--- src/rtl/clock_divider_pkg.sv ---
// Shared board-timing constants for the ultrasonic front end.
// Holds the default timebase divisor and the legal divisor range.
package clock_divider_pkg;

    localparam int unsigned BOARD_CLK_HZ    = 50_000_000;
    localparam int unsigned DEFAULT_DIVISOR = 50;          // 50 MHz / 50 = 1 us timebase
    localparam int unsigned MIN_DIVISOR     = 2;
    localparam int unsigned MAX_DIVISOR     = 65535;

endpackage

--- src/rtl/clock_divider.sv ---
// Integer clock divider producing a registered square wave (ClockOut) and a
// one-cycle Tick strobe per period, both synchronous to ClockIn.
module clock_divider
    import clock_divider_pkg::*;
#(
    parameter int unsigned DIVISOR = DEFAULT_DIVISOR
) (
    input  logic ClockIn,
    input  logic Reset,
    input  logic Enable,
    output logic ClockOut,
    output logic Tick
);

    localparam int unsigned HIGH_CYCLES = DIVISOR / 2;
    localparam int unsigned CW          = (DIVISOR > 2) ? $clog2(DIVISOR) : 1;
    localparam logic [CW-1:0] LAST      = CW'(DIVISOR - 1);
    localparam logic [CW-1:0] HIGH      = CW'(HIGH_CYCLES);

    generate
        if (DIVISOR < MIN_DIVISOR || DIVISOR > MAX_DIVISOR) begin : g_bad_divisor
            $error("clock_divider: DIVISOR %0d outside legal range 2..65535", DIVISOR);
        end
    endgenerate

    logic [CW-1:0] cnt_q, cnt_d;
    logic          clk_q, clk_d;
    logic          tick_q, tick_d;

    // Output decisions use the pre-edge count; a frozen divider holds phase and drops Tick.
    always_comb begin
        cnt_d  = cnt_q;
        clk_d  = clk_q;
        tick_d = 1'b0;
        if (Enable) begin
            cnt_d  = (cnt_q == LAST) ? '0 : cnt_q + CW'(1);
            clk_d  = (cnt_q < HIGH);
            tick_d = (cnt_q == LAST);
        end
    end

    always_ff @(posedge ClockIn) begin
        if (Reset) begin
            cnt_q <= '0;
        end else begin
            cnt_q <= cnt_d;
        end
    end

    always_ff @(posedge ClockIn) begin
        if (Reset) begin
            clk_q  <= 1'b0;
            tick_q <= 1'b0;
        end else begin
            clk_q  <= clk_d;
            tick_q <= tick_d;
        end
    end

    assign ClockOut = clk_q;
    assign Tick     = tick_q;

endmodule

--- config.mk ---
export PLATFORM = sky130hd
export DESIGN_NAME = clock_divider
export DESIGN_NICKNAME = d
export VERILOG_FILES = /design/src/rtl/clock_divider_pkg.sv /design/src/rtl/clock_divider.sv
export SDC_FILE = /design/constraint.sdc
export NUM_CORES = 1
export LEC_CHECK = 0
export ABC_AREA = 1
export BUFFER_PORTS_ARGS = -buffer_cell sky130_fd_sc_hd__buf_2
export CORE_AREA = 2 2 39 41
export DETAILED_ROUTE_END_ITERATION = 8
export DIE_AREA = 0 0 41 43
export GPL_TIMING_DRIVEN = 0
export PLACE_DENSITY = 0.54
export SYNTH_ARGS = -nofsm -noshare
export SYNTH_HDL_FRONTEND = slang
export SYNTH_SLANG_ARGS = --single-unit
--- constraint.sdc ---
create_clock -name ClockIn -period 1 [get_ports ClockIn]
set_input_delay 0.15 -clock ClockIn [delete_from_list [all_inputs] [get_ports ClockIn]]
set_output_delay 0.15 -clock ClockIn [all_outputs]
set_load 0.02 [all_outputs]
# Yosys cells after proc, flatten, opt, wreduce, memory -nomap -nowiden
# Index checks and enable logic that the tools add are counted.
[word_totals]
ff_bits = 8
latch_bits = 0
mem_bits_rw = 0
rom_bits = 0
input_bits = 3
wordCells = 9
mem_count = 0
[classes]
add_sub_neg = 1
n_mul = 0
n_div = 0
magnitude_cmp = 1
n_eq_ne = 1
n_shift = 0
n_mux = 1
bitwise = 1
n_reduce_logical = 1
[ops]
columns = ["operator", "n"]
rows = [
  ["adder 6 x 1 -> 6 bit, second input constant", 1],
  ["== test 6 bit, second input constant", 1],
  ["< comparator 6 x 5 -> 1 bit, second input constant", 1],
  ["2-to-1 mux 6 bit", 1],
  ["OR reduction 2 bit", 1],
  ["NOT 1 bit", 1],
]

# Logic depth before layout (Yosys ltp)
# Gate-level depths: netlist (run 1).
[depth]
depth_word = 2
mapped_depth = 7
depth_no_buf = 7

# Least setup slack after synthesis (run 1)
# No wires, ideal clock.
[synth_timing]
kind = "register to register"
startpoint = "register cnt_q[0]"
endpoint = "register cnt_q[1]"
setup_time_ns = 0.117
arrival_time_ns = 0.896
setup_slack_ns = -0.013
stages_incl_launch_ff = 5
cell_sequence = "dfxtp_1 -> inv_1 -> ha_1 -> o21ai_0 -> nor2_1"
[synth_via]
elab_chain_cells = 2
[synth_lines]
columns = ["element", "line_no", "rtl"]
rows = [
  ["start, declared", "clock_divider.sv:26", "logic [CW-1:0] cnt_q, cnt_d;"],
  ["start signal, assigned", "clock_divider.sv:46", "cnt_q <= cnt_d;"],
  ["adder 6 x 1 -> 6 bit / == test 6 bit (equally long branches)", "clock_divider.sv:36", "cnt_d = (cnt_q == LAST) ? '0 : cnt_q + CW'(1);"],
  ["2-to-1 mux 6 bit *", "clock_divider.sv:36", ""],
]
# Every way passes the cells marked *; elsewhere a longest branch is shown, timed or not.
# A chain may end at the register's enable or synchronous reset.

# Worst setup path in the final report (run 1)
[layout_timing]
startpoint = "register cnt_q[1]"
endpoint = "register cnt_q[2]"
# The elaborated chain is that of the path after synthesis.

==> summary.md, run 1 <==
| Metric | Value |
|---|---|
| Worst Path Arrival | 1130 ps |
| CP Capture Type | flip-flop |
| Pwr dens | 1230 nW/um2 |
| Peak VDD IR | 0.678 mV |
| Clock transition at the registers of the reported paths | 60 ps |
| Antenna Nets Post-Route | 0 |
| Initial drt markers | 1 |
| Slew Limit Fails | 0 |
| Hold path start | Reset |
| Period utilization | 0.993 |
| Max-cap violation count | 0 |
| Cells after Synth | 57 |
| Hold worst-path end | cnt_q[3] |
| IO Count | 5 |
| Die height | 43 um |
| Placed instance area | 453 um2 |
| Layout cell share with drive strength beyond 1 | 0.431 |
| Initial antenna violation count | 0 |
| Endpoints failing hold | 0 |
| Largest net degree at the start of global routing | 6 |
| Area Growth Syn to Fin | 34.0% |
| RSZ-0062 raised after global routing | yes |
| Number of global-route vias before repair | 323 |
| Vias per inst | 4.46 |
| Setup TNS | 0 ps |
| Final clock skew | 4.75 ps |
| Reg2reg start | cnt_q[1] |
| Dpl hpwl | 591 um |
| Syn_area_per_cell | 7.22 um2 |
| Final Setup Violations | 0 |
| Worst slew pin tran | 207 ps |
| Clock sink total | 8 |
| Slew margin rel. | 0.862 |
| Ant. Diodes | 0 |
| Nets | 73 |
| CTS tree | yes |
| Total power | 0.000678 W |
| Final Core Density | 0.399 |
| Chip width | 41 um |
| Num CTS Buffers | 3 |
| Post-CTS Hold Buffers | 0 |
| Crit path kind | reg2reg |
| Synth Register Bits | 8 |
| Synth Cell Area | 412 um2 |
| GRT Total Usage | 0.117 |
| Drt total wl | 829 um |
| Worst Hold Class | in2reg |
| DR pass1 iterations | 2 |
| Worst reg2reg path depth | 7 |
| Status | finished clean |
| Syn nets | 63 |
| Critical Path Fanout Max | 4 |
| GRT Residual Overflow | 0 |
| Routed WL per cell | 10.2 um |
| Core area | 1380 um2 |
| Via count | 361 |
| Crit path launch | cnt_q[1] |
| Rows | 14 |
| CTS Buffer Depth | 2 |
| Clock latency on the worst-skew pair | 250 ps |
| Worst hold stages | 2 |
| Finished Layout Cells | 81 |
| Leakage power | 0.241 nW |
| I/O Buffers | 4 |
| FMAX | 1.01 GHz |
| Synth warn | 0 |
| Inst Count DP | 77 |
| Root Buffer | clkbuf_4 |
| Worst Setup Start Kind | flip-flop |
| Synth cell types | 13 |
| Routability cong. | 0.708 |
| # H-tree levels | 1 |
| Initial Utilization | 0.297 |
| Post-synthesis sequential area ratio | 0.389 |
| Worst Path Required | 1140 ps |
| Global-route wire length before repair | 1320 um |
| Final instance area | 552 um2 |
| # DRC | 0 |
| Die ar. | 1760 um2 |
| Min Tclk post-route | 993 ps |
| R2r endpoint | cnt_q[2] |
| R2r setup slk | 7 ps |
[synthesized netlist by cell type]
| library cell | number | area [um2] |
|---|---|---|
| nor2_2 | 2 | 12.5 |
| nor2_4 | 1 | 11.3 |
| nand3_2 | 1 | 10.0 |
| inv_1 | 9 | 33.8 |
| nand2_1 | 14 | 52.6 |
| xor2_1 | 1 | 8.76 |
| nand3_1 | 2 | 10.0 |
| nand2_2 | 3 | 18.8 |
| o21ai_0 | 3 | 15.0 |
| dfxtp_1 | 8 | 160 |
| ha_1 | 3 | 37.5 |
| a21oi_1 | 3 | 15.0 |
| nor2_1 | 7 | 26.3 |
[final cells by class]
cell class,count,area [um2]
Fill cell,143,832
Multi-Input combinational cell,40,280
Sequential cell,8,165
Inverter,9,36.3
Timing Repair Buffer,5,27.5
Clock buffer,3,22.5
Tap cell,16,20.0
[worst max path at each step]
stage          endpoint  slack [ps]  depth (start not counted)
2_1_floorplan  cnt_q[1]          20                          4
3_3_place_gp   cnt_q[5]         -70                          7
3_5_place_dp   cnt_q[0]         -80                          7
4_1_cts        cnt_q[1]          -6                          4
5_1_grt        cnt_q[2]         -50                          5
6_report       cnt_q[2]           7                          7
[registers in the layout (all words and copies together) (netlist names)]
register	flops
cnt_q	6
Tick	1
ClockOut	1
[where the power goes]
group	switching [W]	internal [W]	leakage [nW]
clock	0.000103	0.000137	0.0138
combinational	0.0000555	0.0000392	0.161
sequential	0.0000129	0.000331	0.0662
[placed cells by master, fill, tap and decap left out, types with 2 or more instances in the layout]
master / instances
nand2_1: 12
buf_2: 4
dfxtp_1: 6
a21oi_1: 2
nand3_1: 2
clkbuf_4: 3
ha_4: 2
nor2_2: 4
nor2_4: 2
o21ai_0: 2
nand2_2: 4
nor2_1: 4
inv_1: 7
[kinds of logic after synthesis]
| family | after synthesis | synth area share |
|---|---|---|
| AO/OA/AOI/OAI | 6 | 0.0729 |
| XOR/XNOR | 1 | 0.0213 |
| adder cells (fa/ha/maj) | 3 | 0.0912 |
| buffers and inverters | 9 | 0.0821 |
| flip-flops | 8 | 0.389 |
| AND/OR/NAND/NOR | 30 | 0.343 |
[through the flow]
stage,setup WS (ps),hold WS [ps]
6_report,7.32,85.7
5_1_grt,-50.6,74.4
4_1_cts,-6.14,79.0
3_5_place_dp,-76.9,347
3_3_place_gp,-73.4,341
2_1_floorplan,20.9,219
[worst max-delay path, cell delays in order, from the launching register on]
cell	delay, ps
dfxtp_2	340
inv_4	80
ha_4	130
nand2_2	50
inv_2	60
nand3_4	80
nand2_4	100
nor2_1	50
[per-layer routing]
layer  vias up  global-route usage  part of all wire
met5         -                   0                 0
met4         0              0.0400                 0
met3         0              0.0785             0.042
met2         5               0.166              0.54
met1       167               0.136              0.42
li1        189                   -                 -
[what timing repair did]
item                                    4_1_cts  5_1_grt
pin swaps                                     3        7
cloned                                        0        0
resized for setup                             9       10
endpoints found under the setup margin        5        6
buffers inserted                              1        0
No activity file was read; power rests on OpenSTA's default activity.
==> run 2, diff against run 1 <==
--- a/config.mk
+++ b/config.mk
@@ -6,5 +6,4 @@
 export NUM_CORES = 1
 export LEC_CHECK = 0
-export ABC_AREA = 1
 export BUFFER_PORTS_ARGS = -buffer_cell sky130_fd_sc_hd__buf_2
 export CORE_AREA = 2 2 39 41
@@ -12,5 +11,5 @@
 export DIE_AREA = 0 0 41 43
 export GPL_TIMING_DRIVEN = 0
-export PLACE_DENSITY = 0.54
+export PLACE_DENSITY = 0.52
 export SYNTH_ARGS = -nofsm -noshare
 export SYNTH_HDL_FRONTEND = slang
==> constraint.sdc (replaced) <==
create_clock -name ClockIn -period 1 [get_ports ClockIn]
set_input_delay 0.25 -clock ClockIn [delete_from_list [all_inputs] [get_ports ClockIn]]
set_output_delay 0.25 -clock ClockIn [all_outputs]
set_load 0.02 [all_outputs]
==> summary.md, run 2 <==
| Metric | Value |
|---|---|
| Critical-path cell list | nand4_2 > or3_1 > a21oi_2 (was inv_4 > ha_4 > nand2_2 > inv_2 > nand3_4 > nand2_4 > nor2_1) |
| Synth warn | 0 (unchanged) |
| Slowest-stage cell, CP | dfxtp_4 (was dfxtp_2) |
| Critical Path Fanout Max | 5 (was 4) |
| Routability cong. | 0.670 (was 0.708) |
| Min Tclk post-route | 1060 ps (was 993 ps) |
| Rows | 14 (unchanged) |
| GRT Total Usage | 0.104 (was 0.117) |
| Layout cell share with drive strength beyond 1 | 0.426 (was 0.431) |
| Commonest non-fill, non-tap cell in the layout | nor2_1 (was nand2_1) |
| Clock latency on the worst-skew pair | 250 ps (about the same) |
| Switching Fraction | 0.255 (was 0.253) |
| Final Setup Violations | 7 (was 0) |
| Via count | 295 (was 361) |
| Number of global-route vias before repair | 275 (was 323) |
| Dpl hpwl | 443 um (was 591 um) |
| Root Buffer | clkbuf_4 (unchanged) |
| Ant. Diodes | 0 (unchanged) |
| Critical path's largest stage delay | 380 ps (was 340 ps) |
| Worst Hold Class | in2reg (unchanged) |
| DR pass1 iterations | 2 (unchanged) |
| Largest register FFs | 6 (unchanged) |
| Worst setup margin | -63.1 ps (was 7.32 ps) |
| Worst Path Required | 1190 ps (was 1140 ps) |
| Setup TNS | -211 ps (was 0 ps) |
| Num CTS Buffers | 3 (unchanged) |
| Post-synth top cells | dfxtp_1, nor2_1, nand2_1 (was nand2_1, inv_1, dfxtp_1) |
| Peak VDD IR | 0.457 mV (was 0.678 mV) |
| Switch Pwr | 0.000173 W (was 0.000171 W) |
| I/O Buffers | 3 (was 4) |
| Vias per inst | 4.68 (was 4.46) |
| Initial antenna violation count | 0 (unchanged) |
| Reg power frac | 0.505 (was 0.507) |
| Combinational share of power | 0.121 (was 0.140) |
| Critical Path Stages | 3 (was 7) |
| Period utilization | 1.06 (was 0.993) |
| Int Pwr | 0.000507 W (about the same) |
| Die height | 43 um (unchanged) |
| Synth Register Bits | 8 (unchanged) |
| Worst Path Arrival | 1250 ps (was 1130 ps) |
| Yosys top cell area share | 0.418 (was 0.389) |
| Area Growth Syn to Fin | 33.7% (was 34.0%) |
| Leakage power | 0.199 nW (was 0.241 nW) |
| Crit path kind | reg2reg (unchanged) |
| Initial Utilization | 0.277 (was 0.297) |
| CP Buf/Inv Count | 0 (was 2) |
| Syn nets | 46 (was 63) |
| # DRC | 0 (unchanged) |
| IO Count | 5 (unchanged) |
| Reg2reg start | cnt_q[0] (was cnt_q[1]) |
| Post-CTS Hold Buffers | 0 (unchanged) |
| Slew Limit Fails | 0 (unchanged) |
| Synth Cell Area | 383 um2 (was 412 um2) |
| Endpoints failing hold | 0 (unchanged) |
| Violations in the final reports | negative setup slack |
| Setup WS pre-CTS | -122 ps (was -76.9 ps) |
| Cell taking the most area after synthesis | dfxtp_1 (unchanged) |
| Worst setup path endpoint | cnt_q[5] (was cnt_q[2]) |
| Crit path launch | cnt_q[0] (was cnt_q[1]) |
| RSZ-0062 raised after global routing | yes (unchanged) |
| Routed WL per cell | 11.0 um (was 10.2 um) |
| Antenna Nets Post-Route | 0 (unchanged) |
| Synth cell types | 20 (was 13) |
| Top FF cell, synth | dfxtp_1 (unchanged) |
| Worst Setup Start Kind | flip-flop (unchanged) |
| Largest net degree at the start of global routing | 8 (was 6) |
| Nets | 55 (was 73) |
| Post-synthesis sequential area ratio | 0.418 (was 0.389) |
| GRT Residual Overflow | 0 (unchanged) |
| Top Family by Delay on Critical Path | simple AND/OR/NAND/NOR gates (was flip-flops) |
| R2r endpoint | cnt_q[5] (was cnt_q[2]) |
| Die ar. | 1760 um2 (unchanged) |
| Worst slew pin tran | 191 ps (was 207 ps) |
| Cells after Synth | 40 (was 57) |
| Max-cap violation count | 0 (unchanged) |
| CP Capture Type | flip-flop (unchanged) |
| Slew margin rel. | 0.871 (was 0.862) |
| Drt total wl | 690 um (was 829 um) |
| Final clock skew | 1.62 ps (was 4.75 ps) |
| Pwr dens | 1330 nW/um2 (was 1230 nW/um2) |
| Clock transition at the registers of the reported paths | 60 ps (about the same) |
| Global-route wire length before repair | 1140 um (was 1320 um) |
| Clock sink total | 8 (unchanged) |
| Largest cells by area after synthesis | dfxtp_1, ha_1, xor2_1, nor2_1, nand2_1 (was dfxtp_1, nand2_1, ha_1, inv_1, nor2_1) |
| Core area | 1380 um2 (unchanged) |
| # H-tree levels | 1 (unchanged) |
| Most frequent cell after synthesis | dfxtp_1 (was nand2_1) |
| CTS tree | yes (unchanged) |
| Initial drt markers | 6 (was 1) |
| Worst reg2reg path depth | 3 (was 7) |
| Highest-count cells in the layout ignoring fill and taps | nor2_1, dfxtp_4 (was nand2_1, inv_1, dfxtp_1) |
| Reg with most FFs | cnt_q (unchanged) |
| Syn_area_per_cell | 9.57 um2 (was 7.22 um2) |
| FMAX | 0.941 GHz (was 1.01 GHz) |
| Status | complete, but fails checks (was finished clean) |
| Post-synth ARST share | 0 (unchanged) |
| CTS Buffer Depth | 2 (unchanged) |
| Chip width | 41 um (unchanged) |
| Number of synthesized flops with an enable pin | 0 (unchanged) |
| Clock power share | 0.374 (was 0.354) |
| R2r setup slk | -60 ps (was 7 ps) |
[run 2: metal layers]
layer / track usage / up-vias / share of wire
met5: 0 / - / 0
met4: 0.0800 / 0 / 0.014
met3: 0.0471 / 2 / 0.051
met2: 0.144 / 8 / 0.46
met1: 0.117 / 134 / 0.47
li1: - / 151 / -
[run 2: timing repair]
action                     4_1_cts  5_1_grt
buffers inserted                 1        0
pin swaps                        2        1
resized for setup                4        9
setup endpoints to repair        7        8
[run 2: worst reg2reg max path: stages, from the launching register on]
cell     delay, ps
dfxtp_4        380
nand4_2        140
or3_1          340
a21oi_2        140
[run 2: how the worst min path moves through the flow]
stage | start | end | slack (ps) | depth (start not counted)
2_1_floorplan | Reset | ClockOut | 320 | 1
3_3_place_gp | Reset | ClockOut | 440 | 2
3_5_place_dp | Reset | ClockOut | 440 | 2
4_1_cts | Reset | ClockOut | 170 | 2
5_1_grt | Reset | ClockOut | 180 | 2
6_report | Reset | ClockOut | 180 | 2
[run 2: kinds of logic (layout without fill, tap and decap cells)]
logic type / Yosys count / in the layout / share of synthesized area
compound gates: 5 / 5 / 0.0948
xor+xnor: 4 / 4 / 0.0915
fa+ha+maj: 3 / 3 / 0.0980
buf+inv: 4 / 11 / 0.0588
flops: 8 / 8 / 0.418
mux: 1 / 1 / 0.0261
simple gates: 15 / 15 / 0.212
[run 2: power by group through the flow]
stage                      logic, W  registers [W]  clock network (W)
final                     0.0000820       0.000343           0.000254
after global routing      0.0000942       0.000346           0.000276
after CTS                 0.0000751       0.000343           0.000264
after detailed placement  0.0000631       0.000353                  0
after global placement    0.0000632       0.000353                  0
after floorplan           0.0000464       0.000354                  0
[run 2: cell type report]
class / count / area (um2)
well taps: 16 / 20.0
inverters: 3 / 13.8
fillers: 150 / 872
flip-flops and latches: 8 / 176
repair buffers: 4 / 25.0
plain buffers: 1 / 11.3
clock buffers: 3 / 22.5
multi-input cells: 28 / 243
[run 2: through the flow]
stage	hold slack (ps)	power, W	utilization	cell area [um2]	instances
after floorplan	319	0.000401	-	390	40
after global placement	440	0.000416	0.307	425	59
after detailed placement	437	0.000417	0.307	425	59
after CTS	172	0.000681	0.350	484	63
after global routing	179	0.000716	0.370	512	63
final	181	0.000680	0.370	512	63
==> run 3, diff against run 2 <==
Settings changed: PLACE_DENSITY 0.52 to 0.5.
Clock period 1 ns to 1.2 ns, I/O delays scaled along.
==> summary.md, run 3 (synthesized netlist as in run 2, its figures left out) <==
| Metric | Value |
|---|---|
| Slew margin rel. | 0.862 (was 0.871) |
| Status | finished clean (was complete, but fails checks) |
| Min Tclk post-route | 1140 ps (was 1060 ps) |
| Slowest-stage cell, CP | dfxtp_1 (was dfxtp_4) |
| Layout cell share with drive strength beyond 1 | 0.261 (was 0.426) |
| GRT Total Usage | 0.0913 (was 0.104) |
| Num CTS Buffers | 3 (unchanged) |
| Worst Path Required | 1380 ps (was 1190 ps) |
| # DRC | 0 (unchanged) |
| Slew Limit Fails | 0 (unchanged) |
| Ant. Diodes | 0 (unchanged) |
| I/O Buffers | 3 (unchanged) |
| Largest register FFs | 6 (unchanged) |
| Setup WS pre-CTS | -177 ps (was -122 ps) |
| CTS tree | yes (unchanged) |
| Commonest non-fill, non-tap cell in the layout | dfxtp_1 (was nor2_1) |
| CP Capture Type | flip-flop (unchanged) |
| Rows | 14 (unchanged) |
| Drt total wl | 618 um (was 690 um) |
| Initial drt markers | 2 (was 6) |
| Critical Path Fanout Max | 5 (unchanged) |
| FMAX | 0.880 GHz (was 0.941 GHz) |
| Endpoints failing hold | 0 (unchanged) |
| Via count | 273 (was 295) |
| DR pass1 iterations | 2 (unchanged) |
| Worst Hold Class | in2reg (unchanged) |
| Worst Setup Start Kind | flip-flop (unchanged) |
| Met1 Use GR | 0.106 (was 0.117) |
| Worst slew pin tran | 207 ps (was 191 ps) |
| Global-route wire length before repair | 1020 um (was 1140 um) |
| Highest-count cells in the layout ignoring fill and taps | dfxtp_1, nor2_1, nand2_1 (was nor2_1, dfxtp_4) |
| Critical path's largest stage delay | 410 ps (was 380 ps) |
| Peak VDD IR | 0.538 mV (was 0.457 mV) |
| Inst Count DP | 59 (unchanged) |
| Die height | 43 um (unchanged) |
| Clock transition at the registers of the reported paths | 50 ps (was 60 ps) |
| Antenna Nets Post-Route | 0 (unchanged) |
| Worst setup margin | 63.6 ps (was -63.1 ps) |
| Core area | 1380 um2 (unchanged) |
| Reg with most FFs | cnt_q (unchanged) |
| Area Growth Syn to Fin | 18.6% (was 33.7%) |
| Pwr dens | 1190 nW/um2 (was 1330 nW/um2) |
| Vias per inst | 4.40 (was 4.68) |
| Clock latency on the worst-skew pair | 250 ps (about the same) |
| Nets | 54 (was 55) |
| Initial antenna violation count | 0 (unchanged) |
| Worst Path Arrival | 1320 ps (was 1250 ps) |
| Met3 Resource Use GR | 0.0628 (was 0.0471) |
| CTS Buffer Depth | 2 (unchanged) |
| Post-CTS Setup Repair Bufs | 0 (was 1) |
| GRT Residual Overflow | 0 (unchanged) |
| Die ar. | 1760 um2 (unchanged) |
| Chip width | 41 um (unchanged) |
| Period utilization | 0.947 (was 1.06) |
| Initial Utilization | 0.277 (unchanged) |
| IO Count | 5 (unchanged) |
| Root Buffer | clkbuf_4 (unchanged) |
| Largest net degree at the start of global routing | 8 (unchanged) |
| Final Setup Violations | 0 (was 7) |
| Leakage power | 0.188 nW (was 0.199 nW) |
| Crit path kind | reg2reg (unchanged) |
| Hold_ws | 244 ps (was 181 ps) |
| Critical-path cell list | nand4_2 > or3_1 > a21oi_2 (unchanged) |
| Max-cap violation count | 0 (unchanged) |
| Finished Layout Cells | 62 (was 63) |
| Fillers | 147 (was 150) |
| Total power | 0.000540 W (was 0.000680 W) |
| Layer with the highest usage | met2 (unchanged) |
| Routed WL per cell | 9.97 um (was 11.0 um) |
| # H-tree levels | 1 (unchanged) |
| Number of global-route vias before repair | 243 (was 275) |
| Clock sink total | 8 (unchanged) |
| RSZ-0062 raised after global routing | no (was yes) |
| Routability cong. | 0.638 (was 0.670) |
| Final clock skew | 1.08 ps (was 1.62 ps) |
| GRT met2 Usage | 0.116 (was 0.144) |
## run 3: final cells by class
cell class                      instances  area [um2]  area share
Tap cell                               16        20.0      0.0441
Inverter                                3        11.3      0.0248
Clock buffer                            3        22.5      0.0496
Sequential cell                         8         163       0.358
Timing Repair Buffer                    3        15.0      0.0331
Buffer                                  1        11.3      0.0248
Multi-Input combinational cell         28         211       0.466
## run 3: path summary, 6_finish.rpt
| check | start | endpoint | cells after the start | slack, ps |
|---|---|---|---|---|
| worst min register to register | ClockOut | ClockOut | 2 | 460 |
| worst min-delay path | Reset | ClockOut | 2 | 240 |
| worst max register to register | cnt_q[2] | cnt_q[5] | 3 | 60 |
| worst max-delay path | cnt_q[2] | cnt_q[5] | 3 | 60 |
## run 3: what timing repair did
action / 4_1_cts / 5_1_grt
hold buffers: 0 / 0
gates resized for setup: 2 / 2
gates cloned: 0 / 0
endpoints found under the setup margin: 6 / 6
## run 3: power breakdown
group          switching, W  internal, W
Sequential        0.0000116     0.000277
Combinational     0.0000270    0.0000262
Clock             0.0000842     0.000114
Total              0.000123     0.000417
## run 3: through the flow
step	cell area (um2)	utilization	setup TNS [ps]
after floorplan	383	-	0
after global routing	454	0.328	0
after CTS	452	0.326	0
after detailed placement	418	0.302	-922
final	454	0.328	0
after global placement	418	0.302	-1020
## run 3: per-layer routing
metal  vias up  wire length, um
met5         -                0
li1        147                -
met1       117              296
met4         0               12
met2         7              277
met3         2               31
## run 3: worst max-delay path: cells and delay by family (launching register included)
kind             cells  cell delay, ps
flip-flops           1             410
AND/OR/NAND/NOR      2             530
AO/OA/AOI/OAI        1             130
